$ cat config.mk
export PLATFORM = sky130hd
export DESIGN_NAME = kbd_fifo_slave
export DESIGN_NICKNAME = d
export VERILOG_FILES = /design/src/rtl/kbd_fifo_slave_pkg.sv /design/src/rtl/kbd_fifo_core.sv /design/src/rtl/kbd_fifo_slave.sv
export SDC_FILE = /design/constraint.sdc
export NUM_CORES = 1
export LEC_CHECK = 0
export CAP_MARGIN = 40
export CORE_AREA = 2 2 114 127
export DETAILED_ROUTE_END_ITERATION = 8
export DIE_AREA = 0 0 116 129
export PLACE_DENSITY = 0.71
export SLEW_MARGIN = 20
export SYNTH_ARGS = -nofsm -noshare
export SYNTH_HDL_FRONTEND = slang
export SYNTH_SLANG_ARGS = --single-unit
$ cat constraint.sdc
create_clock -name clk -period 7.6 [get_ports clk]
set_input_delay 1.52 -clock clk [delete_from_list [all_inputs] [get_ports clk]]
set_output_delay 1.52 -clock clk [all_outputs]
set_load 0.1 [all_outputs]
$ cat src/rtl/kbd_fifo_slave_pkg.sv
// kbd_fifo_slave_pkg
//   Shared definitions for the keyboard FIFO Wishbone slave: register offsets
//   (decoded from ADDR[1:0]), CONTROL bit indices, DATA/STATUS bit positions
//   and the bus FSM state encoding.
package kbd_fifo_slave_pkg;

  // Register offsets, word addressed
  localparam logic [1:0] KBD_REG_DATA   = 2'd0;
  localparam logic [1:0] KBD_REG_STATUS = 2'd1;
  localparam logic [1:0] KBD_REG_CTRL   = 2'd2;

  // CONTROL write bits
  localparam int unsigned KBD_CTRL_FLUSH   = 0;
  localparam int unsigned KBD_CTRL_CLR_OVF = 1;

  // DATA read word: {23'b0, valid, code}
  localparam int unsigned KBD_DATA_VALID = 8;

  // STATUS read word: {21'b0, overflow, full, empty, 3'b0, count[4:0]}
  localparam int unsigned KBD_STAT_COUNT_W = 5;
  localparam int unsigned KBD_STAT_EMPTY   = 8;
  localparam int unsigned KBD_STAT_FULL    = 9;
  localparam int unsigned KBD_STAT_OVF     = 10;

  // Bus handshake FSM
  typedef enum logic [1:0] {
    StIdle    = 2'd0,
    StAck     = 2'd1,
    StRelease = 2'd2
  } kbd_bus_state_e;

  // Assemble the STATUS read word
  function automatic logic [31:0] kbd_pack_status(input logic                        overflow,
                                                  input logic                        full,
                                                  input logic                        empty,
                                                  input logic [KBD_STAT_COUNT_W-1:0] count);
    logic [31:0] word;
    word                           = '0;
    word[KBD_STAT_COUNT_W-1:0]     = count;
    word[KBD_STAT_EMPTY]           = empty;
    word[KBD_STAT_FULL]            = full;
    word[KBD_STAT_OVF]             = overflow;
    return word;
  endfunction

endpackage

$ cat src/rtl/kbd_fifo_core.sv
// kbd_fifo_core
//   Synchronous first-word-fall-through FIFO for keyboard scan codes.
//   rd_data always shows the oldest entry, so it is valid in the same cycle as pop.
//   Ports:
//     clk, reset (async, active low)
//     push, wr_data    - write request and data (ignored when full unless popping)
//     pop              - read request (ignored when empty)
//     flush            - clear pointers and count; overrides push and pop
//     rd_data          - head entry
//     full, empty      - occupancy flags
//     count            - number of stored entries, 0..2**DEPTH_LOG2
module kbd_fifo_core #(
  parameter int unsigned DEPTH_LOG2 = 4,
  parameter int unsigned DATA_W     = 8
) (
  input  logic                  clk,
  input  logic                  reset,
  input  logic                  push,
  input  logic [DATA_W-1:0]     wr_data,
  input  logic                  pop,
  input  logic                  flush,
  output logic [DATA_W-1:0]     rd_data,
  output logic                  full,
  output logic                  empty,
  output logic [DEPTH_LOG2:0]   count
);

  localparam int unsigned Depth = 1 << DEPTH_LOG2;

  logic [DEPTH_LOG2-1:0] rptr_q, rptr_d;
  logic [DEPTH_LOG2-1:0] wptr_q, wptr_d;
  logic [DEPTH_LOG2:0]   count_q, count_d;
  logic [DATA_W-1:0]     mem_q [Depth];

  logic do_push;
  logic do_pop;

  // count never exceeds Depth, so its MSB alone marks full
  assign full    = count_q[DEPTH_LOG2];
  assign empty   = (count_q == '0);
  assign count   = count_q;
  assign rd_data = mem_q[rptr_q];

  assign do_pop  = pop & ~empty;
  // A pop in the same cycle frees the slot a push into a full FIFO needs
  assign do_push = push & (~full | do_pop);

  always_comb begin
    rptr_d  = rptr_q;
    wptr_d  = wptr_q;
    count_d = count_q;
    if (flush) begin
      rptr_d  = '0;
      wptr_d  = '0;
      count_d = '0;
    end else begin
      if (do_push) wptr_d = wptr_q + 1'b1;
      if (do_pop)  rptr_d = rptr_q + 1'b1;
      unique case ({do_push, do_pop})
        2'b10:   count_d = count_q + 1'b1;
        2'b01:   count_d = count_q - 1'b1;
        default: count_d = count_q;
      endcase
    end
  end

  always_ff @(posedge clk or negedge reset) begin
    if (!reset) begin
      rptr_q  <= '0;
      wptr_q  <= '0;
      count_q <= '0;
    end else begin
      rptr_q  <= rptr_d;
      wptr_q  <= wptr_d;
      count_q <= count_d;
    end
  end

  // Storage needs no reset: the count gates what is ever read out
  always_ff @(posedge clk) begin
    if (do_push && !flush) begin
      mem_q[wptr_q] <= wr_data;
    end
  end

endmodule

$ cat src/rtl/kbd_fifo_slave.sv
// kbd_fifo_slave
//   Wishbone slave buffering PS/2 scan codes from the keyboard device so key
//   bytes survive while the CPU is busy.
//   Registers (ADDR[1:0]):
//     0 DATA    R  {23'b0, valid, code}; a read pops one entry
//     1 STATUS  R  {21'b0, overflow, full, empty, 3'b0, count[4:0]}
//     2 CONTROL W  bit0 flush, bit1 clear overflow; reads 0
//     3 -          reads 0, writes ignored
//   Ports:
//     clk, reset (async, active low)
//     Keyboard_Data, ready_pulse - scan code and its one-cycle strobe
//     STB, WE, ADDR, DAT_I       - bus request from the intercon
//     DAT_O, ACK                 - read data and one-cycle acknowledge
//     irq                        - high while the FIFO holds data (registered)
module kbd_fifo_slave
  import kbd_fifo_slave_pkg::*;
#(
  parameter int unsigned DEPTH_LOG2 = 4,
  parameter int unsigned DATA_W     = 8
) (
  input  logic              clk,
  input  logic              reset,
  input  logic [DATA_W-1:0] Keyboard_Data,
  input  logic              ready_pulse,
  input  logic              STB,
  input  logic              WE,
  input  logic [31:0]       ADDR,
  input  logic [31:0]       DAT_I,
  output logic [31:0]       DAT_O,
  output logic              ACK,
  output logic              irq
);

  kbd_bus_state_e state_q, state_d;
  logic [31:0]    dat_q, dat_d;
  logic           ack_q;
  logic           ovf_q, ovf_d;
  logic           irq_q;

  logic              fifo_pop;
  logic              fifo_flush;
  logic              clr_ovf;
  logic              ovf_set;
  logic [DATA_W-1:0] fifo_rd_data;
  logic              fifo_full;
  logic              fifo_empty;
  logic [DEPTH_LOG2:0] fifo_count;

  // Upper address/data bits are not decoded
  logic unused_bus_bits;
  assign unused_bus_bits = ^{ADDR[31:2], DAT_I[31:2]};

  kbd_fifo_core #(
    .DEPTH_LOG2 (DEPTH_LOG2),
    .DATA_W     (DATA_W)
  ) u_fifo (
    .clk     (clk),
    .reset   (reset),
    .push    (ready_pulse),
    .wr_data (Keyboard_Data),
    .pop     (fifo_pop),
    .flush   (fifo_flush),
    .rd_data (fifo_rd_data),
    .full    (fifo_full),
    .empty   (fifo_empty),
    .count   (fifo_count)
  );

  // Bus FSM: all side effects happen once, in the IDLE cycle that sees STB.
  // RELEASE waits for STB to drop so a held strobe cannot pop twice.
  always_comb begin
    state_d    = state_q;
    dat_d      = dat_q;
    fifo_pop   = 1'b0;
    fifo_flush = 1'b0;
    clr_ovf    = 1'b0;
    unique case (state_q)
      StIdle: begin
        if (STB) begin
          state_d = StAck;
          dat_d   = '0;
          if (WE) begin
            if (ADDR[1:0] == KBD_REG_CTRL) begin
              fifo_flush = DAT_I[KBD_CTRL_FLUSH];
              clr_ovf    = DAT_I[KBD_CTRL_CLR_OVF];
            end
          end else begin
            unique case (ADDR[1:0])
              KBD_REG_DATA: begin
                if (!fifo_empty) begin
                  fifo_pop                  = 1'b1;
                  dat_d[DATA_W-1:0]         = fifo_rd_data;
                  dat_d[KBD_DATA_VALID]     = 1'b1;
                end
              end
              KBD_REG_STATUS: begin
                dat_d = kbd_pack_status(ovf_q, fifo_full, fifo_empty,
                                        KBD_STAT_COUNT_W'(fifo_count));
              end
              default: dat_d = '0;
            endcase
          end
        end
      end
      StAck:     state_d = StRelease;
      StRelease: if (!STB) state_d = StIdle;
      default:   state_d = StIdle;
    endcase
  end

  // A dropped byte sets overflow unless a pop frees room or a flush discards it;
  // a set beats a simultaneous clear.
  assign ovf_set = ready_pulse & fifo_full & ~fifo_pop & ~fifo_flush;

  always_comb begin
    ovf_d = ovf_q;
    if (ovf_set) begin
      ovf_d = 1'b1;
    end else if (clr_ovf) begin
      ovf_d = 1'b0;
    end
  end

  always_ff @(posedge clk or negedge reset) begin
    if (!reset) begin
      state_q <= StIdle;
      dat_q   <= '0;
      ack_q   <= 1'b0;
      ovf_q   <= 1'b0;
      irq_q   <= 1'b0;
    end else begin
      state_q <= state_d;
      dat_q   <= dat_d;
      ack_q   <= (state_q == StAck);
      ovf_q   <= ovf_d;
      irq_q   <= ~fifo_empty;
    end
  end

  assign DAT_O = dat_q;
  assign ACK   = ack_q;
  assign irq   = irq_q;

endmodule

* Yosys cells after proc, flatten, opt, wreduce, memory -nomap -nowiden
Memory sizes are Yosys's and may differ from the RTL's. Index checks and enable logic that the tools add are counted.
Operators by class: reduce and logical (&&, ||, !) cells 11, multiplexer cells 30, equal/unequal tests 8, bitwise gates (word level) 10, $add $sub $neg 4
Operators by type and width (number):
- 9-bit one-hot mux with 2 select lines | 1
- 1-bit two-way mux | 17
- 4-bit two-way mux | 4
- 11-bit two-way mux | 1
- 5-bit one-hot mux with 2 select lines | 1
- 9-bit two-way mux | 1
- 4-bit by 1-bit adder with 4-bit output, second input constant | 2
- 2-bit by 1-bit == test with 1-bit output, second input constant | 3
- 2-bit == test, second input constant | 3
- 2-bit two-way mux | 3
- 2-bit one-hot mux with 3 select lines | 1
- 2-bit nonzero test | 3
- 5-bit by 1-bit adder with 5-bit output, second input constant | 1
- 1-bit AND | 5
- 5-bit logical NOT | 1
- 5-bit two-way mux | 1
- 5-bit by 1-bit subtractor with 5-bit output, second input constant | 1
- 2-bit logical NOT | 2
- 2-bit inequality test, second input constant | 2
- 1-bit NOT | 4
- 2-bit AND reduction | 2
- 3-bit nonzero test | 1
- 1-bit logical AND | 1
- 1-bit logical NOT | 1
- 1-bit bitwise OR | 1
Word-level totals: memories kept 1, bits in registers 50, input port bits 77, bits in writable memories 128
Memory list:
- u_fifo.mem_q | words 16, bits a word 8, read ports 1, clocked after Yosys merged registers in 0, write ports 1, line kbd_fifo_core.sv:33 | logic [DATA_W-1:0] mem_q [Depth];

* Logic depth before layout (Yosys ltp)
Gate-level depths: netlist of run 1.
depth in word-level cells 12, depth in mapped cells 12, gate-level depth less buffers 11

* Modules after synthesis
Synthesis of run 1 repeated with hierarchy kept, for this count alone.
Second synthesis, totals: cell total of the unflattened synthesis 381, area, all modules 6775.2 µm²
By module, submodules not included:
- kbd_fifo_core | sequential area each 4169.0 µm², instances 1, cells each 297, area an instance 5924.4 µm²
- kbd_fifo_slave | sequential area each 400.4 µm², instances 1, cells each 84, area an instance 850.8 µm²

* Worst setup path after synthesis of run 1
OpenSTA, ideal clock, no wires.
path type in2reg, start input port STB, end register u_fifo.count_q[4] (netlist: u_fifo.count[4]), path buffers 1, data required time 7.474 ns, cell stages on the path 11, slack 3.788 ns, arrival 3.686 ns, setup time 0.126 ns, cell sequence or3b_1 > buf_6 > nor4_4 > nand3_2 > xnor2_1 > ha_1 > or3_1 > a21oi_1 > a21boi_0 > a31oi_1 > a21oi_1
Between the ends: longest elaborated chain between the ends 8
Ends and longest elaborated chain:
- from (decl) | line kbd_fifo_slave.sv:25 | input logic STB,
- 1-bit two-way mux | line kbd_fifo_slave.sv:79 | if (STB) begin
- 1-bit two-way mux | line kbd_fifo_slave.sv:77 | unique case (state_q)
- 1-bit AND | line kbd_fifo_core.sv:44 | assign do_pop = pop & ~empty;
- 1-bit bitwise OR | line kbd_fifo_core.sv:46 | assign do_push = push & (~full | do_pop);
- 1-bit AND | line kbd_fifo_core.sv:46
- 2-bit by 1-bit == test with 1-bit output or 2-bit == test (tied branches) | line kbd_fifo_core.sv:59 | unique case ({do_push, do_pop})
- 5-bit one-hot mux with 2 select lines | line kbd_fifo_core.sv:59
- 5-bit two-way mux | line kbd_fifo_core.sv:52 | if (flush) begin
- to (signal assigned) | line kbd_fifo_core.sv:75 | count_q <= count_d;
- to (decl) | line kbd_fifo_core.sv:32 | logic [DEPTH_LOG2:0] count_q, count_d;
Parallel ways exist; a longest one is shown, timed or not. A chain may end at the register's enable or synchronous reset.

* Worst setup path in the final report of run 1
start input port STB, end memory u_fifo.mem_q[13][7], enable pin
Between the ends: longest elaborated chain between the ends 8
Ends and longest elaborated chain:
- 1-bit two-way mux | line kbd_fifo_slave.sv:79
- 1-bit two-way mux | line kbd_fifo_slave.sv:77
- 1-bit AND | line kbd_fifo_core.sv:44
- 1-bit bitwise OR | line kbd_fifo_core.sv:46
- 1-bit AND | line kbd_fifo_core.sv:46
- 1-bit logical AND (*) | line kbd_fifo_core.sv:81 | if (do_push && !flush) begin
- 1-bit two-way mux (*) | line kbd_fifo_core.sv:81
- 1-bit two-way mux (not written as such) (*) | line kbd_fifo_core.sv:82 | mem_q[wptr_q] <= wr_data;
- to (decl) | line kbd_fifo_core.sv:33
Every way passes the cells marked *; elsewhere a longest branch is shown, timed or not.

==> flow_summary.toml, run 1 <==
[clock_network]
clk_pin_slew_ps = 70
clock_path_buffers = 2
htreeDepth = 4
cts_resized = 0
cts-buffers-inserted = 17
cts_setup_buffers = 0
cts_sinks = 157
root_buffer = "clkbuf_16"
cts_tree = "yes"
postCtsHoldBufs = 0
clock_latency_ps = 430

[yosys]
yosys_register_bits = 157
ys_types = 57
synth_edf_count = 128
syn_area_per_cell_um2 = 16.9
yosysSeqAreaShare = 0.676
syn_area_um2 = 6760
synthFlopType = "edfxtp_1"
ys_async_sr_fraction = 0.185
ys_warn_count = 0
syn_inst = 400

[floorplan]
die-height_um = 129
top_level_ports = 111
die_w_um = 116
row_count = 45
die_area_um2 = 15000
initial_utilization = 0.496
coreArea_um2 = 13600

[drt]
drc = 0
wl_um = 14000
wire_per_inst_um = 21.4
drt_iter0_markers = 244
drt-pass1-iter-count = 5
ant_nets = 0
vias_per_cell = 5.69
vias = 3728

[global_routing]
grt_use_total = 0.205
grt_pass1_wl_um = 21700
grt_pass1_vias = 3885
antenna_found_initial = 0
grt_overflow = 0
grt_max_degree = 36

[layout]
fillers = 1031
multiInputGateArea_um2 = 1970
antenna_cells = 0
regArea_um2 = 4570
final-instance-count-excl-fill = 655
utilization = 0.592
fin_nets = 538
fin_area_um2 = 8060
syn2layout_area_growth_pct = 19.2
layout.cells.most_common = "edfxtp_1"
layout-drive-gt1-share = 0.246
most-common-layout-cells = "128 x edfxtp_1, 32 x mux4_2, 29 x clkdlybuf4s50_1"

[setup_path]
critical_path_class = "input port to register"
r2r_cells = 7
critPathRequiredTime_ps = 7730
r2r-end = "u_fifo.mem_q[13][7]"
crit_path_max_incr_delay_ps = 660
worst_path_max_delay_cell = "or3b_1"
worstSetupEndpointType = "register"
worstReg2RegStart = "state_q[1]"
cp_common_cell = "nor2_1"
rrSetupSlack_ps = 4140
path_cells = "clkdlybuf4s50_1 > or3b_1 > clkinv_1 > and3_1 > nor2_1 > nand4_1 > nor2_1 > buf_6"
critPathLaunchType = "input port"
crit_arrival_ps = 4780
crit_path_max_fanout = 17

[timing]
clock_skew_ps = 12.2
max_slew.worst_pin.slew_ps = 806
slew_viol_final = 0
fmax_mhz = 215
finalCritPeriodShare = 0.611
setup_viol = 0
relSlewSlack = 0.461
period_minus_slack_ps = 4640
tns_ps = 0
hold_viol = 0
rsz0062_at_grt = "false"
whs_ps = 470

[placed_design]
port_buffers = 29
dp_cells = 623
gp_congestion = 0.917
placed_area_um2 = 7480
dp_hpwl_um = 8990

[min_path]
hp-class = "register to register"
worstHoldStart = "state_q[1]"
whs_path_depth = 1
whs_endpoint = "ACK"

[power]
powerDensity_nw_per_um2 = 332
leakage_nw = 2.77
max-vdd-ir-drop_uv = 224

[run_status]
status = "finished clean"

[flow_run]
cap_violations = 0
critical path: cells and delay by family:
family                 cells  cell delay [ps]
and+or+nand+nor            5             2170
buffers and inverters      3             1090
sequential cells by signal, summed over array words and instances (netlist names):
| signal | cells |
|---|---|
| ACK | 1 |
| DAT_O | 11 |
| irq | 1 |
| ovf_q | 1 |
| state_q | 2 |
| u_fifo.count | 5 |
| u_fifo.mem_q | 128 |
| u_fifo.rptr_q | 4 |
| u_fifo.wptr_q | 4 |
worst max-delay path by stage:
stage	from	to	cells past startpoint
CTS	STB	u_fifo.mem_q[13][0]	8
detailed placement	STB	u_fifo.mem_q[13][5]	8
floorplan	STB	u_fifo.count[4]	11
global placement	STB	u_fifo.mem_q[13][5]	7
global route	STB	u_fifo.mem_q[13][0]	8
finish	STB	u_fifo.mem_q[13][7]	8
power by group:
group	internal, mW	switching [mW]	leakage (nW)
registers	0.986	0.0649	1.51
clock network	0.463	0.361	0.287
logic	0.334	0.470	0.975
Yosys cell counts (5+ instances only):
cell type  instances  area share
nand2_1            8      0.0044
dfrtp_1           29        0.11
inv_1              7      0.0039
and2_1             8      0.0074
edfxtp_1         128        0.57
a31oi_1            5      0.0046
nor2_1            14      0.0078
buf_4             21       0.023
a22oi_1            9       0.010
a22o_1             5      0.0065
nand3_1           19       0.014
clkbuf_1          14      0.0078
xnor2_1            5      0.0065
a21oi_1           10      0.0074
mux4_2            32        0.11
ha_1               7       0.013
mux2i_1            5      0.0074
nor4_1             5      0.0046
buf_2              6      0.0044
cell families (layout without fill, tap and decap cells):
family	count (synthesis)	count (layout)	share of synthesized area
compound gates	46	46	0.0513
xor+xnor	8	8	0.0104
fa+ha+maj	7	7	0.0130
buf+inv	52	99	0.0442
flops	157	157	0.676
mux	41	41	0.121
other cells	1	21	0.000555
simple gates	88	88	0.0842
per-stage QoR:
step / worst slack [ps] / total power, mW
after floorplan: 3790 / 1.63
after global placement: 2340 / 1.77
after detailed placement: 2550 / 1.87
after CTS: 2990 / 2.70
after global routing: 2740 / 2.78
final: 2960 / 2.68
metal layers:
layer / share of wire / track usage
met1: 0.41 / 0.261
met2: 0.52 / 0.341
met3: 0.053 / 0.0499
met4: 0.017 / 0.0791
met5: 0 / 0
area by class of cell:
type                    instances  area share
flip-flops and latches        157       0.567
multi-input cells             211       0.244
repair buffers                 58      0.0830
clock buffers                  17      0.0528
well taps                     188      0.0292
clock inverters                15      0.0194
inverters                       9     0.00450
(Power assumes the default switching activity.)
==> inputs of run 2 (changes only) <==
clock period = 4.7 ns   (was 7.6 ns; I/O delays follow)
==> flow_summary.toml, run 2 (synthesis gave the netlist of run 1 again) <==
[floorplan]
initial_utilization = 0.496
row_count = 45
top_level_ports = 111
die-height_um = 129
die_w_um = 116
die_area_um2 = 15000
coreArea_um2 = 13600

[layout]
largest_register = "u_fifo.mem_q"
regArea_um2 = 4570
final-instance-count-excl-fill = 654
fin_area_um2 = 7950
fin_nets = 538
syn2layout_area_growth_pct = 17.5
fillers = 1061
most-common-layout-cells = "128 x edfxtp_1, 32 x mux4_2, 29 x clkdlybuf4s50_1"
largest_reg_flops = 128
utilization = 0.583
layout.cells.most_common = "edfxtp_1"
layout-drive-gt1-share = 0.230
antenna_cells = 0
multiInputGateArea_um2 = 1970

[power]
power.internal_mw = 2.84
pwr-share-comb = 0.295
clkPwrFrac = 0.290
leakage_nw = 2.73
p_seq_frac = 0.415
p_switching_mw = 1.35
max-vdd-ir-drop_uv = 340
fin_total_pwr_mw = 4.19
p_sw_frac = 0.322
powerDensity_nw_per_um2 = 527

[flow_run]
cap_violations = 0

[min_path]
whs_endpoint = "ACK"
worstHoldStart = "state_q[1]"
hp-class = "register to register"
whs_path_depth = 1

[setup_path]
crit_path_max_fanout = 16
worstSetupEndpointType = "register"
r2r_cells = 11
critical_path_class = "input port to register"
worstReg2RegStart = "u_fifo.count[2]"
crit_arrival_ps = 3690
critPathRequiredTime_ps = 4820
critPathLaunchType = "input port"
r2r-end = "u_fifo.count[4]"
rrSetupSlack_ps = 1630

[drt]
ant_nets = 0
drt-pass1-iter-count = 4
drc = 0
vias_per_cell = 5.61
wl_um = 13500
vias = 3668
wire_per_inst_um = 20.6
drt_iter0_markers = 290

[global_routing]
antenna_found_initial = 0
grt_max_degree = 36
grt_overflow = 0
grt-busiest-layer = "met2"
grt_use_met2 = 0.332
grt_use_total = 0.198
grt_pass1_vias = 3766
grt_pass1_wl_um = 21100
grt_util_met3 = 0.0523
grt.met1_usage = 0.249

[timing]
finalCritPeriodShare = 0.760
whs_ps = 475
tns_ps = 0
rsz0062_at_grt = "false"
setup_viol = 0
max_slew.worst_pin.slew_ps = 795
relSlewSlack = 0.470
clock_skew_ps = 6.97
setup_ws_ps = 1130
period_minus_slack_ps = 3570
slew_viol_final = 0
hold_viol = 0
fmax_mhz = 280

[clock_network]
root_buffer = "clkbuf_16"
cts_sinks = 157
clk_pin_slew_ps = 60
clock_path_buffers = 2
cts-buffers-inserted = 17
clock_latency_ps = 420
postCtsHoldBufs = 0
cts_setup_buffers = 0
cts_resized = 0
htreeDepth = 4
cts_tree = "yes"

[placed_design]
dp_hpwl_um = 8750
gp_congestion = 0.911
port_buffers = 29
dpl_worst_slack_ps = 717
dp_cells = 623
placed_area_um2 = 7430

[run_status]
status = "finished clean"
==> run 2: how the worst max path moves through the flow <==
| stage | startpoint | end | slack (ps) | depth (start not counted) |
|---|---|---|---|---|
| finish | STB | u_fifo.mem_q[15][4] | 1130 | 9 |
| floorplan | STB | u_fifo.count[4] | 1470 | 11 |
| CTS | STB | u_fifo.mem_q[6][6] | 1150 | 7 |
| global route | STB | u_fifo.count[4] | 920 | 11 |
| global placement | STB | u_fifo.count[4] | 760 | 11 |
| detailed placement | STB | u_fifo.mem_q[6][7] | 720 | 7 |
==> run 2: metal layers <==
| layer | wire, µm | vias up |
|---|---|---|
| met3 | 729 | 18 |
| met2 | 7140 | 118 |
| met4 | 281 | 0 |
| li1 | - | 1641 |
| met5 | 0 | - |
| met1 | 5320 | 1891 |
==> run 2: power groups by stage <==
stage	sequential (mW)	combinational (mW)	clock [mW]
final	1.74	1.24	1.21
after global routing	1.76	1.32	1.29
after CTS	1.74	1.25	1.23
after global placement	1.76	1.11	0
after detailed placement	1.77	1.24	0
after floorplan	1.91	0.723	0
==> run 2: worst max-delay path: stages <==
cell,delay (ps)
clkdlybuf4s50_1,420
or3b_1,240
buf_4,250
clkinv_1,250
and3_1,450
nor2_1,280
nand4_1,230
nor2_1,360
buf_4,260
==> run 2: final cells by class <==
class | instances | area share
sequential | 157 | 0.575
clock inverter | 9 | 0.00913
tap | 188 | 0.0296
timing repair buffer | 58 | 0.0778
multi-input combinational | 211 | 0.248
clock buffer | 22 | 0.0559
inverter | 9 | 0.00457
==> inputs of run 3 (changes only) <==
clock period = 3.3 ns   (was 4.7 ns; I/O delays follow)
==> flow_summary.toml, run 3 (synthesis gave the netlist of run 1 again) <==
[run_status]
status = "finished clean"

[setup_path]
r2r-end = "u_fifo.count[4]"
critical_path_class = "input port to register"
worstSetupEndpointType = "register"
critPathRequiredTime_ps = 3430
worstReg2RegStart = "u_fifo.count[2]"
crit_arrival_ps = 2970
r2r_cells = 12
path_cells = "clkdlybuf4s50_1 > or3b_1 > buf_4 > o41ai_4 > nand3_2 > nor3b_2 > and2_1 > buf_12"
rrSetupSlack_ps = 720
crit_path_max_fanout = 16
worst_path_max_delay_cell = "clkdlybuf4s50_1"
crit_path_max_incr_delay_ps = 470
worstSetupStartpoint = "STB"
critPathLaunchType = "input port"

[layout]
fin_nets = 543
syn2layout_area_growth_pct = 19.1
fillers = 1002
utilization = 0.591
layout.cells.most_common = "edfxtp_1"
largest_register = "u_fifo.mem_q"
fin_area_um2 = 8060
multiInputGateArea_um2 = 1970
regArea_um2 = 4570
largest_reg_flops = 128
antenna_cells = 0
layout-drive-gt1-share = 0.273
most-common-layout-cells = "128 x edfxtp_1, 37 x buf_4, 32 x mux4_2"

[timing]
fmax_mhz = 351
finalCritPeriodShare = 0.862
tns_ps = 0
max_slew.worst_pin.slew_ps = 750
rsz0062_at_grt = "false"
hold_viol = 0
clock_skew_ps = 11.8
relSlewSlack = 0.500
period_minus_slack_ps = 2850
setup_viol = 0
slew_viol_final = 0
whs_ps = 469

[power]
p_switching_mw = 1.94
clkPwrFrac = 0.326
powerDensity_nw_per_um2 = 762
max-vdd-ir-drop_uv = 498
p_sw_frac = 0.317
p_seq_frac = 0.401
pwr-share-comb = 0.273
power.internal_mw = 4.19
leakage_nw = 2.82

[floorplan]
die-height_um = 129
coreArea_um2 = 13600
die_area_um2 = 15000
top_level_ports = 111
die_w_um = 116
row_count = 45
initial_utilization = 0.496

[global_routing]
antenna_found_initial = 0
grt_pass1_vias = 3685
grt_pass1_wl_um = 20800
grt_max_degree = 28
grt_use_total = 0.194
grt_overflow = 0

[clock_network]
cts_tree = "yes"
cts_sinks = 157
clock_latency_ps = 420
cts_setup_buffers = 0
clk_pin_slew_ps = 60
cts-buffers-inserted = 17
htreeDepth = 4
clock_path_buffers = 2
postCtsHoldBufs = 0
root_buffer = "clkbuf_16"
cts_resized = 0

[drt]
wire_per_inst_um = 20.1
drt_iter0_markers = 247
top_layer = "met4"
vias = 3669
wl_met1_um = 5640
wl_met2_um = 6620
drt-pass1-iter-count = 5
drc = 0
wl_met3_um = 781
vias_per_cell = 5.56
wl_um = 13300
ant_nets = 0

[placed_design]
gp_congestion = 0.817
port_buffers = 29
dp_hpwl_um = 8810
placed_area_um2 = 7450

[min_path]
worstHoldStart = "state_q[1]"
whs_endpoint = "ACK"
whs_path_depth = 1
hp-class = "register to register"

[flow_run]
cap_violations = 0
## run 3: worst max path at each step
stage                              end  slack, ps  cells after the start
finish              u_fifo.mem_q[5][0]        450                      8
global route           u_fifo.count[4]        280                     11
CTS                 u_fifo.mem_q[5][5]        480                      8
detailed placement     u_fifo.count[4]         50                     11
global placement       u_fifo.count[4]         40                     11
floorplan              u_fifo.count[4]        350                     11
## run 3: layout make-up
class / instances / share of cell area
repair buffers: 63 / 0.0792
inverters: 9 / 0.00450
well taps: 188 / 0.0292
flip-flops and latches: 157 / 0.567
clock inverters: 11 / 0.0207
multi-input cells: 211 / 0.244
clock buffers: 21 / 0.0547
## run 3: metrics by stage
step                instances  total power, mW  setup slack (ps)
finish                    660             6.14               455
global route              660             6.40               276
CTS                       660             6.19               477
detailed placement        628             4.19              53.8
global placement          628             4.16              44.6
floorplan                 420             3.75               348
## run 3: metal layers
layer,vias to the layer above,global-route usage
met5,-,0
met4,0,0.0749
met3,19,0.0452
met2,123,0.315
met1,1876,0.257
li1,1651,-
## run 3: worst max-delay path, delay by kind of cell
kind	cells	cell delay (ps)
AND/OR/NAND/NOR	4	1180
buffers and inverters	3	840
AO/OA/AOI/OAI	1	280
## run 3: power groups by stage
stage,registers (mW),clock network (mW),logic [mW]
CTS,2.46,2.03,1.70
global placement,2.49,0,1.67
finish,2.46,2.00,1.68
floorplan,2.72,0,1.03
detailed placement,2.50,0,1.69
global route,2.48,2.12,1.80
